## config.mk

```make
export PLATFORM = sky130hd
export DESIGN_NAME = perf_monitor
export DESIGN_NICKNAME = d
export VERILOG_FILES = /design/src/rtl/perf_mon_pkg.sv /design/src/rtl/perf_monitor_sat_counter.sv /design/src/rtl/perf_monitor.sv
export SDC_FILE = /design/constraint.sdc
export NUM_CORES = 1
export LEC_CHECK = 0
export BUFFER_PORTS_ARGS = -buffer_cell sky130_fd_sc_hd__buf_2
export CAP_MARGIN = 20
export CORE_UTILIZATION = 30
export CTS_CLUSTER_SIZE = 40
export DETAILED_ROUTE_END_ITERATION = 7
export SYNTH_ARGS = -nofsm -noshare
export SYNTH_HDL_FRONTEND = slang
export SYNTH_SLANG_ARGS = --single-unit
```

## constraint.sdc

```tcl
create_clock -name clk -period 3.32 [get_ports clk]
set_clock_uncertainty 0.1 [all_clocks]
set_input_delay 0.664 -clock clk [delete_from_list [all_inputs] [get_ports clk]]
set_output_delay 0.664 -clock clk [all_outputs]
set_load 0.05 [all_outputs]
```

## src/rtl/perf_mon_pkg.sv

```systemverilog
// Shared types and default constants for the perf_monitor block.
package perf_mon_pkg;

  typedef enum logic [1:0] {
    WARMUP = 2'd0,
    RUN    = 2'd1,
    DONE   = 2'd2
  } state_t;

  localparam int          CNT_W_DEF         = 32;
  localparam logic [31:0] PASS_ADDR_DEF     = 32'd100;
  localparam logic [31:0] PASS_DATA_DEF     = 32'd25;
  localparam logic [31:0] IGNORE_ADDR_DEF   = 32'd96;
  localparam logic [31:0] TIMEOUT_FAIL_ADDR = 32'hFFFF_FFFF;

endpackage

```

## src/rtl/perf_monitor_sat_counter.sv

```systemverilog
// Saturating up-counter; holds at all-ones and stops while frozen.
module sat_counter #(
  parameter int W = 32
) (
  input  logic         clk,
  input  logic         reset_n,
  input  logic         en,
  input  logic         freeze,
  output logic [W-1:0] count
);

  always_ff @(posedge clk or negedge reset_n) begin
    if (!reset_n) begin
      count <= '0;
    end else if (en && !freeze && (count != {W{1'b1}})) begin
      count <= count + W'(1);
    end
  end

endmodule

```

## src/rtl/perf_monitor.sv

```systemverilog
// Performance counters and pass/fail signature checker tapping the pipeline W/M stages.
// Optional watchdog timeout is compiled in with `define PERF_MON_TIMEOUT_EN.
//
//   state  | meaning
//   WARMUP | post-reset settling, inputs ignored, nothing counted
//   RUN    | counting, watching memory writes for the signature
//   DONE   | terminal result latched, counters frozen until reset
module perf_monitor
  import perf_mon_pkg::*;
#(
  parameter int          CNT_W          = CNT_W_DEF,
  parameter logic [31:0] PASS_ADDR      = PASS_ADDR_DEF,
  parameter logic [31:0] PASS_DATA      = PASS_DATA_DEF,
  parameter logic [31:0] IGNORE_ADDR    = IGNORE_ADDR_DEF,
  parameter int          WARMUP_CYCLES  = 2,
  parameter int          TIMEOUT_CYCLES = 10000
) (
  input  logic             clk,
  input  logic             reset_n,
  input  logic             ValidW,
  input  logic             StallF,
  input  logic             FlushE,
  input  logic             MemWriteM,
  input  logic [31:0]      DataAdrM,
  input  logic [31:0]      WriteDataM,
  output logic [CNT_W-1:0] cycle_count,
  output logic [CNT_W-1:0] instr_retired,
  output logic [CNT_W-1:0] stall_cycles,
  output logic [CNT_W-1:0] flush_count,
  output logic             done,
  output logic             pass,
  output logic             fail,
  output logic [31:0]      fail_addr,
  output logic [31:0]      fail_data
);

  state_t      state_q, state_d;
  logic [31:0] warm_q, warm_d;
  logic        pass_d, fail_d;
  logic [31:0] fail_addr_d, fail_data_d;
  logic        pass_hit, fail_hit;
  logic        freeze;

  assign freeze = (state_q != RUN);

  sat_counter #(.W(CNT_W)) u_cycle (
    .clk(clk), .reset_n(reset_n), .en(1'b1), .freeze(freeze), .count(cycle_count)
  );
  sat_counter #(.W(CNT_W)) u_instr (
    .clk(clk), .reset_n(reset_n), .en(ValidW), .freeze(freeze), .count(instr_retired)
  );
  sat_counter #(.W(CNT_W)) u_stall (
    .clk(clk), .reset_n(reset_n), .en(StallF), .freeze(freeze), .count(stall_cycles)
  );
  sat_counter #(.W(CNT_W)) u_flush (
    .clk(clk), .reset_n(reset_n), .en(FlushE), .freeze(freeze), .count(flush_count)
  );

  always_ff @(posedge clk or negedge reset_n) begin
    if (!reset_n) begin
      state_q   <= (WARMUP_CYCLES == 0) ? RUN : WARMUP;
      warm_q    <= 32'(WARMUP_CYCLES);
      pass      <= 1'b0;
      fail      <= 1'b0;
      fail_addr <= '0;
      fail_data <= '0;
    end else begin
      state_q   <= state_d;
      warm_q    <= warm_d;
      pass      <= pass_d;
      fail      <= fail_d;
      fail_addr <= fail_addr_d;
      fail_data <= fail_data_d;
    end
  end

  assign done = (state_q == DONE);

  always_comb begin
    state_d     = state_q;
    warm_d      = warm_q;
    pass_d      = pass;
    fail_d      = fail;
    fail_addr_d = fail_addr;
    fail_data_d = fail_data;
    pass_hit    = MemWriteM && (DataAdrM == PASS_ADDR) && (WriteDataM == PASS_DATA);
    fail_hit    = MemWriteM && (DataAdrM != IGNORE_ADDR) && !pass_hit;

    case (state_q)
      WARMUP: begin
        if (warm_q <= 32'd1) begin
          state_d = RUN;
          warm_d  = '0;
        end else begin
          warm_d = warm_q - 32'd1;
        end
      end
      RUN: begin
        if (pass_hit) begin
          state_d = DONE;
          pass_d  = 1'b1;
        end else if (fail_hit) begin
          state_d     = DONE;
          fail_d      = 1'b1;
          fail_addr_d = DataAdrM;
          fail_data_d = WriteDataM;
        end
`ifdef PERF_MON_TIMEOUT_EN
        // fail_data reports the count as it stands after this terminating edge
        else if (cycle_count == CNT_W'(TIMEOUT_CYCLES - 1)) begin
          state_d     = DONE;
          fail_d      = 1'b1;
          fail_addr_d = TIMEOUT_FAIL_ADDR;
          fail_data_d = 32'(TIMEOUT_CYCLES);
        end
`endif
      end
      DONE: ;
      default: state_d = DONE;
    endcase
  end

`ifndef PERF_MON_TIMEOUT_EN
  logic unused_timeout;
  assign unused_timeout = (TIMEOUT_CYCLES != 0);
`endif

endmodule

```

==> summary.txt, run 1 <==
Routed Antenna Nets: 0
WP depth: 7
Buffer and inverter count on the worst path: 2
Via Count: 8273
YS warnings: 0
FF-to-FF path depth: 6
Final hold vios: 0
Critical-path cell list: buf_2 -> nor4bb_1 -> nand4_1 -> o31ai_1 -> a21oi_4 -> buf_4 -> mux2_2
Cell family with most CP delay: simple AND/OR/NAND/NOR gates
Asr flop ratio synth: 100.0%
Reg-to-reg slack, setup: 0.66 ns
Layout Nets: 1301
Worst Max-Slew Pin Slew: 0.7987 ns
Longest Clk Path Bufs: 3
Worst VDD drop: 374.0 uV
Placer congestion estimate: 0.8162
CTS buffer count: 28
Effective utilization at floorplan: 30.53%
First-pass GRT wire length: 43460 um
Root buf cell: clkbuf_16
Cell count after placement: 1649
DIE WIDTH: 189.5 um
Max Cap Viol: 0
Min-delay worst type: in2reg
Crit Path Class: in2reg
Post-layout util: 39.06%
Final worst path period share: 81.16%
TritonCTS clock tree: built
CP Launch Type: input port
Share of layout cells above drive strength 1: 33.31%
Worst setup path endpoint: fail_data[9]
Netlist cell types: 57
Num ports: 265
Storage element area: 5707 um^2
GRT Residual Overflow: 0
# rows: 68
Syn Nets: 1014
Slowest stage delay, CP: 0.72 ns
Cells after synthesis: 938
Synth Flop Type: dfrtp_1
Final Max Tran Viols: 0
CP max FO: 26
Register area share after synthesis: 54.11%
Post-CTS Setup Inserts: 0
Overall routing resource usage: 14.89%
Average size of a mapped cell: 11.24 um^2
Clock sinks: 228
Worst R2R Start: u_flush.count[0]
Period minus WS final: 2.694 ns
Initial antenna violation count: 0
Clock H-tree levels: 1
Chip height: 189.5 um
Post-DR vias/cell: 4.864
WP data required: 3.64 ns
P_leak: 6.658 nW
CP arrival: 3.01 ns
Finished Layout Cells: 1701
Port Buffers: 264
Drt total wl: 27100 um
Number of flops mapped to enable cells by yosys: 0
Setup crit end kind: flip-flop
DPL Wire Length: 19700 um
Hold_buf cts: 1
Slowest CP cell: nor4bb_1
Run status: finished clean
Worst-path clk slew: 0.06 ns
F_max: 371.1 MHz
ANT cells: 0
Max-slew headroom: 46.03%
Synthesized cell area: 10550 um^2
Largest net degree at the start of global routing: 81
RSZ-0062 raised after global routing: no
FF-to-FF End: u_flush.count[20]
Crit path launch: DataAdrM[2]
# DRC: 0
Die area: 35910 um^2
WHS: 0.2796 ns
Final setup violation count: 0
Fillers: 3426
Drt wl/cell: 15.93 um
Core area: 34540 um^2
Post_cts resized: 0
Layout area overhead: 27.95%
Total chip power: 0.007311 W
Iter 0 DRT Violations: 367
Yosys reg bits: 228
Pwr Density: 541.8 nW/um^2
Area of the multi-input gates: 4673 um^2
Pre-antenna DRT Iters: 4
Vias in the first global route: 8030
Later-pin clock latency in the skew report: 0.53 ns
[where the power goes]
group / switching [W] / internal [W]
Clock: 0.00118 / 0.00204
Sequential: 0.000169 / 0.00298
Combinational: 0.000632 / 0.000305
[how the worst min path moves through the flow]
stage	start	slack, ns	end	cells past startpoint
CTS	WriteDataM[1]	0.24	fail_data[1]	2
floorplan	reset_n	0.27	fail	0
global route	DataAdrM[8]	0.26	fail_addr[8]	2
detailed placement	pass	0.35	pass	1
finish	WriteDataM[8]	0.28	fail_data[8]	2
global placement	pass	0.34	pass	1
[sequential cells by signal (all words and copies together), names as in the netlist]
| name | flops |
|---|---|
| warm_q | 32 |
| fail_data | 32 |
| u_stall.count | 32 |
| u_instr.count | 32 |
| fail_addr | 32 |
| u_cycle.count | 32 |
| pass | 1 |
| fail | 1 |
| u_flush.count | 32 |
| state_q | 2 |
[area by class of cell]
class                      count  share of cell area (%)
clock buffer                  41                   6.157
clock inverter                10                   1.178
inverter                      13                  0.3616
multi-input combinational    672                   34.63
sequential                   228                   42.29
tap                          455                   4.219
timing repair buffer         282                   11.16
[per-layer routing]
| layer | wire length [um] | GRT usage, % | vias to the layer above |
|---|---|---|---|
| met4 | 680 | 4.311 | 0 |
| li1 | - | - | 3956 |
| met3 | 1552 | 2.910 | 40 |
| met2 | 12470 | 23.95 | 231 |
| met1 | 12400 | 20.25 | 4046 |
| met5 | 0 | 0 | - |
[synth_stat cells, drive strengths merged, types with 5 or more instances]
library cell	n	area [um^2]
and3	25	156.4
nor3	44	230.2
clkbuf	9	33.78
nand2	58	217.7
dfrtp	227	5680
and4	15	131.4
or4	5	41.29
or3	6	37.54
xnor2	77	674.4
inv	13	48.80
ha	6	75.07
buf	16	91.33
nor4	41	269.0
nand3	51	265.3
a21oi	8	43.79
nand4	59	369.1
o21ai	9	45.04
xor2	62	543.0
mux2	69	777.0
and2	9	56.30
or2	7	43.79
nor2	73	274.0
[cell families (layout without fill, tap and decap cells)]
group	Yosys count	after routing	share of synthesized area, %
AND/OR/NAND/NOR	417	417	21.88
flip-flops	228	228	54.11
XOR/XNOR	139	139	11.54
multiplexers	71	71	7.557
AO/OA/AOI/OAI	39	39	2.551
buffers and inverters	38	346	1.649
adder cells (fa/ha/maj)	6	6	0.7118
[placed cells by master (no fill, tap or decap), types with 6 or more instances in the layout]
| master | count |
|---|---|
| xor2_1 | 62 |
| o21ai_0 | 9 |
| inv_1 | 13 |
| a21oi_1 | 7 |
| mux2_2 | 68 |
| clkbuf_1 | 6 |
| nand4_1 | 59 |
| clkbuf_16 | 29 |
| nand2_1 | 58 |
| xnor2_1 | 77 |
| buf_4 | 14 |
| nor4_1 | 39 |
| ha_1 | 6 |
| and3_1 | 25 |
| or2_2 | 7 |
| and2_1 | 9 |
| clkbuf_8 | 6 |
| nand3_1 | 49 |
| and4_1 | 15 |
| buf_2 | 263 |
| or3_1 | 6 |
| nor3_1 | 42 |
| nor2_1 | 73 |
| dfrtp_1 | 227 |
[worst reg2reg max path: stages, from the launching register on]
cell and delay [ns]:
dfrtp_1 0.47, ha_1 0.25, nand4_1 0.28, or4_1 0.52, o31ai_2 0.59, nor4_1 0.13
xor2_1 0.18
[through the flow]
stage	area (um^2)	worst slack (ns)	setup TNS, ns
floorplan	10550	0.7411	0
global placement	12490	0.06184	0
detailed placement	12490	-0.05331	-1.066
CTS	13490	0.5155	0
global route	13490	0.3401	0
finish	13490	0.6256	0
Note: power is estimated with default switching activity, not from simulation.
==> run 2, diff against run 1 <==
--- a/config.mk
+++ b/config.mk
@@ -5,6 +5,7 @@
 export SDC_FILE = /design/constraint.sdc
 export NUM_CORES = 1
 export LEC_CHECK = 0
+export ABC_AREA = 1
 export BUFFER_PORTS_ARGS = -buffer_cell sky130_fd_sc_hd__buf_2
 export CAP_MARGIN = 20
 export CORE_UTILIZATION = 30
==> constraint.sdc (replaced) <==
create_clock -name clk -period 2.2 [get_ports clk]
set_clock_uncertainty 0.1 [all_clocks]
set_input_delay 0.44 -clock clk [delete_from_list [all_inputs] [get_ports clk]]
set_output_delay 0.44 -clock clk [all_outputs]
set_load 0.05 [all_outputs]
==> run 2 against run 1 <==
Non-clock buffer count rose by 40. Synthesized cell count rose by 100%. Sequential power grew 49%. First-iteration DRC count grew 96%. Routed wire length up 55%. Via count grew 59%. Power is 59% higher. Combinational power grew 100%. Critical path depth rose by 4. Register-to-register slack got worse by 0.49 ns. Design area is 23% higher. Critical path type is now reg2reg. Largest power group unchanged.
==> summary.txt, run 2 <==
Top post-synthesis cells by area: dfrtp_1 43%, nand2_1 22%, nor2_1 8.1%, nand4_1 4.0%, inv_1 3.9%
# DRC: 0 (unchanged)
Clock H-tree levels: 1 (unchanged)
CP Launch Type: flip-flop
Yosys reg bits: 228 (unchanged)
Placer congestion estimate: 0.9206 (+13%)
Top-count cell post-synth: nand2_1
Longest Clk Path Bufs: 3 (unchanged)
P_leak: 8.451 nW (+27%)
Via Count: 13140 (+59%)
Pwr Density: 701.8 nW/um^2 (+30%)
CTS buffer count: 30 (+7.1%)
Min-delay worst type: in2reg
WP data required: 2.55 ns (-1.09 ns)
CP arrival: 2.38 ns (-0.63 ns)
First-pass GRT wire length: 66930 um (+54%)
Worst VDD drop: 613.4 uV (+64%)
Largest net degree at the start of global routing: 66 (-19%)
Worst Max-Slew Pin Slew: 0.5273 ns (-0.2714 ns)
Final setup violation count: 0 (unchanged)
DPL Wire Length: 31830 um (+62%)
Post-synth top area share: 43.15% (-11 points)
Drt total wl: 41990 um (+55%)
Effective utilization at floorplan: 30.50% (-0.036 points)
Register area share after synthesis: 43.35% (-11 points)
Post-CTS Setup Inserts: 0 (unchanged)
GRT Residual Overflow: 0 (unchanged)
Final worst path period share: 92.40%
Most frequent cells in the layout: 760 x nand2_1, 281 x nor2_1, 263 x buf_2
F_max: 491.9 MHz
Asr flop ratio synth: 100.0% (unchanged)
Max Cap Viol: 0 (unchanged)
Overall routing resource usage: 18.55% (+3.7 points)
Layout Nets: 2258 (+74%)
Port Buffers: 264 (unchanged)
Later-pin clock latency in the skew report: 0.57 ns (+0.04 ns)
# rows: 76 (+12%)
Syn Nets: 1958 (+93%)
TritonCTS clock tree: built
Initial antenna violation count: 1 (+1)
Post-DR vias/cell: 4.710 (-3.2%)
Worst-path clk slew: 0.06 ns (about the same)
Final hold vios: 0 (unchanged)
Synth area leader: dfrtp_1
Period minus WS final: 2.033 ns
Netlist cell types: 40 (-30%)
Core area: 43170 um^2 (+25%)
Average size of a mapped cell: 6.995 um^2 (-38%)
Commonest non-fill, non-tap cell in the layout: nand2_1
Share of layout cells above drive strength 1: 18.91% (-14 points)
Synth Flop Type: dfrtp_1
Run status: finished clean
Die area: 44730 um^2 (+25%)
Finished Layout Cells: 2790 (+64%)
Number of flops mapped to enable cells by yosys: 0 (unchanged)
Cells after synthesis: 1882 (+100%)
Clock sinks: 228 (unchanged)
Root buf cell: clkbuf_16
Chip height: 211.5 um (+12%)
YS warnings: 0 (unchanged)
Iter 0 DRT Violations: 720 (+96%)
Cell count after placement: 2734 (+66%)
RSZ-0062 raised after global routing: yes
Synthesized cell area: 13170 um^2 (+25%)
CP max FO: 26 (unchanged)
ANT cells: 0 (unchanged)
Total chip power: 0.01163 W (+59%)
Final Max Tran Viols: 0 (unchanged)
Routed Antenna Nets: 0 (unchanged)
Vias in the first global route: 12400 (+54%)
Layout area overhead: 25.83%
Num ports: 265 (unchanged)
Crit Path Class: reg2reg
Max-slew headroom: 64.85% (+19 points)
Pre-antenna DRT Iters: 5 (+1)
Synth cell count leaders: 760 x nand2_1, 283 x nor2_1, 227 x dfrtp_1
DIE WIDTH: 211.5 um (+12%)
Drt wl/cell: 15.05 um (-5.5%)
Setup crit end kind: flip-flop
WHS: 0.03552 ns (-0.2441 ns)
[run 2: cell types whose count changed after synthesis, moves of 45 or more]
| cell | delta |
|---|---|
| mux2_2 | -68 |
| o21ai_0 | +45 |
| nand2_1 | +702 |
| xnor2_1 | -57 |
| inv_1 | +124 |
| nor2_1 | +210 |
[run 2: per-stage QoR]
| stage | setup TNS, ns | area [um^2] | util (%) | setup WS, ns |
|---|---|---|---|---|
| 2_1_floorplan | 0 | 13170 | - | 0.003800 |
| 3_3_place_gp | 0 | 15520 | 35.94 | 0.1179 |
| 3_5_place_dp | 0 | 15520 | 35.94 | 0.09926 |
| 4_1_cts | 0 | 16550 | 38.33 | 0.1411 |
| 5_1_grt | -0.005293 | 16570 | 38.37 | -0.005293 |
| 6_report | 0 | 16570 | 38.37 | 0.1672 |
[run 2: critical path, stage by stage, from the launching register on]
cell and delay [ns]:
dfrtp_1 0.41, ha_1 0.23, nand3_2 0.14, inv_1 0.12, nand2_1 0.08, nor2_1 0.19
nand2_1 0.10, nand2_2 0.09, buf_4 0.29, nor2_1 0.07, nand2_1 0.06, nand2_1 0.05
[run 2: kinds of logic (layout without fill, tap and decap cells)]
logic type	Yosys count	in the layout	share of synthesized area, %
xor gates and xnor gates	68	68	4.524
AOI/OAI and AO/OA	84	84	3.478
adders and majority gates	6	6	0.5702
and+or+nand+nor	1296	1296	41.67
DFF	228	228	43.35
buffers and inverters	200	523	6.415
[run 2: timing repair]
action	in CTS	in global routing
hold buffers	1	0
resized for setup	0	7
setup endpoints to repair	0	20
hold endpoints to repair	46	0
[run 2: path summary, 6_finish.rpt]
check,from,to,slack [ns],cells after the start
max reg2reg,u_stall.count[1],u_stall.count[8],0.17,11
max in group asynchronous,reset_n,fail_addr[17],1.02,4
max,u_stall.count[1],u_stall.count[8],0.17,11
min reg2reg,fail_data[5],fail_data[5],0.36,2
min in group asynchronous,reset_n,u_cycle.count[14],0.27,2
min,WriteDataM[1],fail_data[1],0.04,3
[run 2: layout make-up]
type	instances	area [um^2]
clock inverter	14	156.4
tap	585	732.0
clock buffer	41	863.3
multi-input combinational	1454	6643
fill	4573	26610
inverter	146	553.0
timing repair buffer	322	1911
sequential	228	5708
[run 2: where the power goes]
group	internal [W]	switching, W
Sequential	0.00447	0.000225
Clock	0.00308	0.00196
Combinational	0.000557	0.00133
Total	0.00811	0.00352
[run 2: layer usage]
layer  wire (um)  vias up  track usage, %  part of all wire (%)
met4        1005        2           5.397                   2.4
met3        2472       68           3.026                   5.9
met2       19090      373           29.47                    45
met1       19410     6147           25.83                    46
li1            -     6552               -                     -
met5          11        -               0                 0.026
==> run 3, diff against run 2 <==
--- a/config.mk
+++ b/config.mk
@@ -6,11 +6,11 @@
 export NUM_CORES = 1
 export LEC_CHECK = 0
 export ABC_AREA = 1
-export BUFFER_PORTS_ARGS = -buffer_cell sky130_fd_sc_hd__buf_2
 export CAP_MARGIN = 20
 export CORE_UTILIZATION = 30
 export CTS_CLUSTER_SIZE = 40
 export DETAILED_ROUTE_END_ITERATION = 7
+export DONT_BUFFER_PORTS = 1
 export SYNTH_ARGS = -nofsm -noshare
 export SYNTH_HDL_FRONTEND = slang
 export SYNTH_SLANG_ARGS = --single-unit
==> run 3 against run 2 <==
The flow now finishes with violations (hold timing). Sequential share of layout area increased by 0.10 points. Core utilization decreased by 0.12 points. Sequential cell count unchanged. Critical path depth increased by 2. Clock power about the same. Maximum frequency increased by 2.4%. Count of clock-buffer cells in the layout increased by 1. Design area decreased by 0.30%. Sequential power increased by 5.3%. Highest routed layer is now met4.
==> summary.txt, run 3 (synthesis results as in run 2) <==
Critical-path cell list: ha_1 -> inv_1 -> nor2_4 -> nand2_2 -> inv_2 -> nand2_2 -> inv_2 -> nand2_2 -> nand2_4 -> inv_2 -> buf_4 -> nand3_1 -> nand2_1
Run status: finished with violations
Failing checks: hold timing
Total chip power: 0.01149 W (-1.2%)
Clock sinks: 228 (unchanged)
Fin area: 16520 um^2 (-0.30%)
Buffer and inverter count on the worst path: 5 (+3)
GRT Residual Overflow: 0 (unchanged)
Final setup violation count: 0 (unchanged)
CP arrival: 2.38 ns (about the same)
First-pass GRT wire length: 66570 um (-0.54%)
Post-DR vias/cell: 4.783 (+1.5%)
Clock H-tree levels: 1 (unchanged)
Layout Nets: 2159 (-4.4%)
P_leak: 7.946 nW (-6.0%)
Worst-path clk slew: 0.06 ns (about the same)
F_max: 503.5 MHz (+2.4%)
Chip height: 211.5 um (unchanged)
Port Buffers: 0 (-100%)
Initial antenna violation count: 0 (-1)
Core area: 43170 um^2 (unchanged)
Final worst path period share: 90.27% (-2.1 points)
WP depth: 13 (+2)
Slowest stage delay, CP: 0.40 ns (about the same)
Vias in the first global route: 12270 (-1.1%)
Root buf cell: clkbuf_16
Num ports: 265 (unchanged)
# rows: 76 (unchanged)
Worst R2R Start: u_flush.count[1]
Drt total wl: 42320 um (+0.80%)
Crit path launch: u_flush.count[1]
Effective utilization at floorplan: 30.50% (unchanged)
Slowest CP cell: dfrtp_1
DPL Wire Length: 30960 um (-2.8%)
Worst setup path endpoint: u_flush.count[8]
Largest net degree at the start of global routing: 229 (+250%)
DP Area: 14860 um^2 (-4.2%)
Setup crit end kind: flip-flop
Post-CTS Setup Inserts: 0 (unchanged)
Max Cap Viol: 0 (unchanged)
Setup Slack @ Placement: 0.1525 ns (+0.05321 ns)
WHS: -0.5256 ns (-0.5611 ns)
Final Max Tran Viols: 0 (unchanged)
CP max FO: 23 (-12%)
Placer congestion estimate: 0.9571 (+4.0%)
Worst VDD drop: 595.0 uV (-3.0%)
Max-slew headroom: 40.36% (-24 points)
TritonCTS clock tree: built
CTS buffer count: 29 (-3.3%)
Hold_buf cts: 64 (+63)
Most frequent cells in the layout: 760 x nand2_1, 282 x nor2_1, 226 x dfrtp_1
RSZ-0062 raised after global routing: no
Pwr Density: 695.5 nW/um^2 (-0.91%)
Total negative slack: 0 ns (unchanged)
Die area: 44730 um^2 (unchanged)
Reg-to-reg slack, setup: 0.21 ns (+0.05 ns)
Cell family with most CP delay: simple AND/OR/NAND/NOR gates
Later-pin clock latency in the skew report: 0.56 ns (about the same)
Commonest non-fill, non-tap cell in the layout: nand2_1
Iter 0 DRT Violations: 1046 (+45%)
Final worst setup slack: 0.2140 ns (+0.04685 ns)
Layout area overhead: 25.45%
FF-to-FF End: u_flush.count[8]
Final hold vios: 228 (+228)
WP data required: 2.59 ns (+0.04 ns)
Min-delay worst type: in2async
DIE WIDTH: 211.5 um (unchanged)
Worst Max-Slew Pin Slew: 0.8946 ns (+0.3673 ns)
FF-to-FF path depth: 13 (+2)
Fillers: 4546 (-0.59%)
# DRC: 0 (unchanged)
Share of layout cells above drive strength 1: 11.97% (-6.9 points)
CP Launch Type: flip-flop
Via Count: 12870 (-2.1%)
Longest Clk Path Bufs: 3 (unchanged)
Routed Antenna Nets: 0 (unchanged)
Pre-antenna DRT Iters: 8 (+3)
Period minus WS final: 1.986 ns (-0.04685 ns)
ANT cells: 0 (unchanged)
Drt wl/cell: 15.73 um (+4.5%)
Overall routing resource usage: 18.57% (+0.020 points)
Crit Path Class: reg2reg
-- run 3: report_power, final --
group | switching, W | internal, W | total (W)
Combinational | 0.000952 | 0.000522 | 0.00147
Clock | 0.00194 | 0.00312 | 0.00507
Sequential | 0.000478 | 0.00447 | 0.00495
Total | 0.00337 | 0.00812 | 0.0115
-- run 3: repair_timing --
| item | 4_1_cts | 5_1_grt |
|---|---|---|
| hold endpoints to repair | 292 | 228 |
| endpoints found under the setup margin | 0 | 4 |
| gates resized for setup | 0 | 2 |
-- run 3: how the worst min path moves through the flow --
stage / from / to / slack (ns)
5_1_grt: reset_n / u_cycle.count[31] / -0.54
6_report: reset_n / u_cycle.count[31] / -0.53
3_3_place_gp: reset_n / u_cycle.count[29] / 0.05
2_1_floorplan: reset_n / fail / 0.04
4_1_cts: reset_n / u_cycle.count[31] / -0.56
3_5_place_dp: reset_n / u_cycle.count[29] / 0.05
-- run 3: through the flow --
| step | util, % | instances |
|---|---|---|
| 2_1_floorplan | - | 1882 |
| 3_3_place_gp | 34.42 | 2573 |
| 3_5_place_dp | 34.42 | 2573 |
| 4_1_cts | 38.25 | 2690 |
| 5_1_grt | 38.26 | 2690 |
| 6_report | 38.26 | 2690 |
-- run 3: final cells by class --
cell class              instances  area, um^2  share of cell area, %
flip-flops and latches        228        5708                  34.56
well taps                     585       732.0                  4.432
multi-input cells            1454        6631                  40.15
clock inverters                11       170.2                  1.030
inverters                     146       550.5                  3.333
repair buffers                224        1879                  11.38
clock buffers                  42       844.6                  5.114
-- run 3: per-layer routing --
layer  track usage (%)  share of wire, %  up-vias
li1                  -                 -     6361
met1             24.04                43     6035
met2             30.67                47      389
met3             3.738               6.6       80
met4             6.447               2.8        0
met5                 0                 0        -
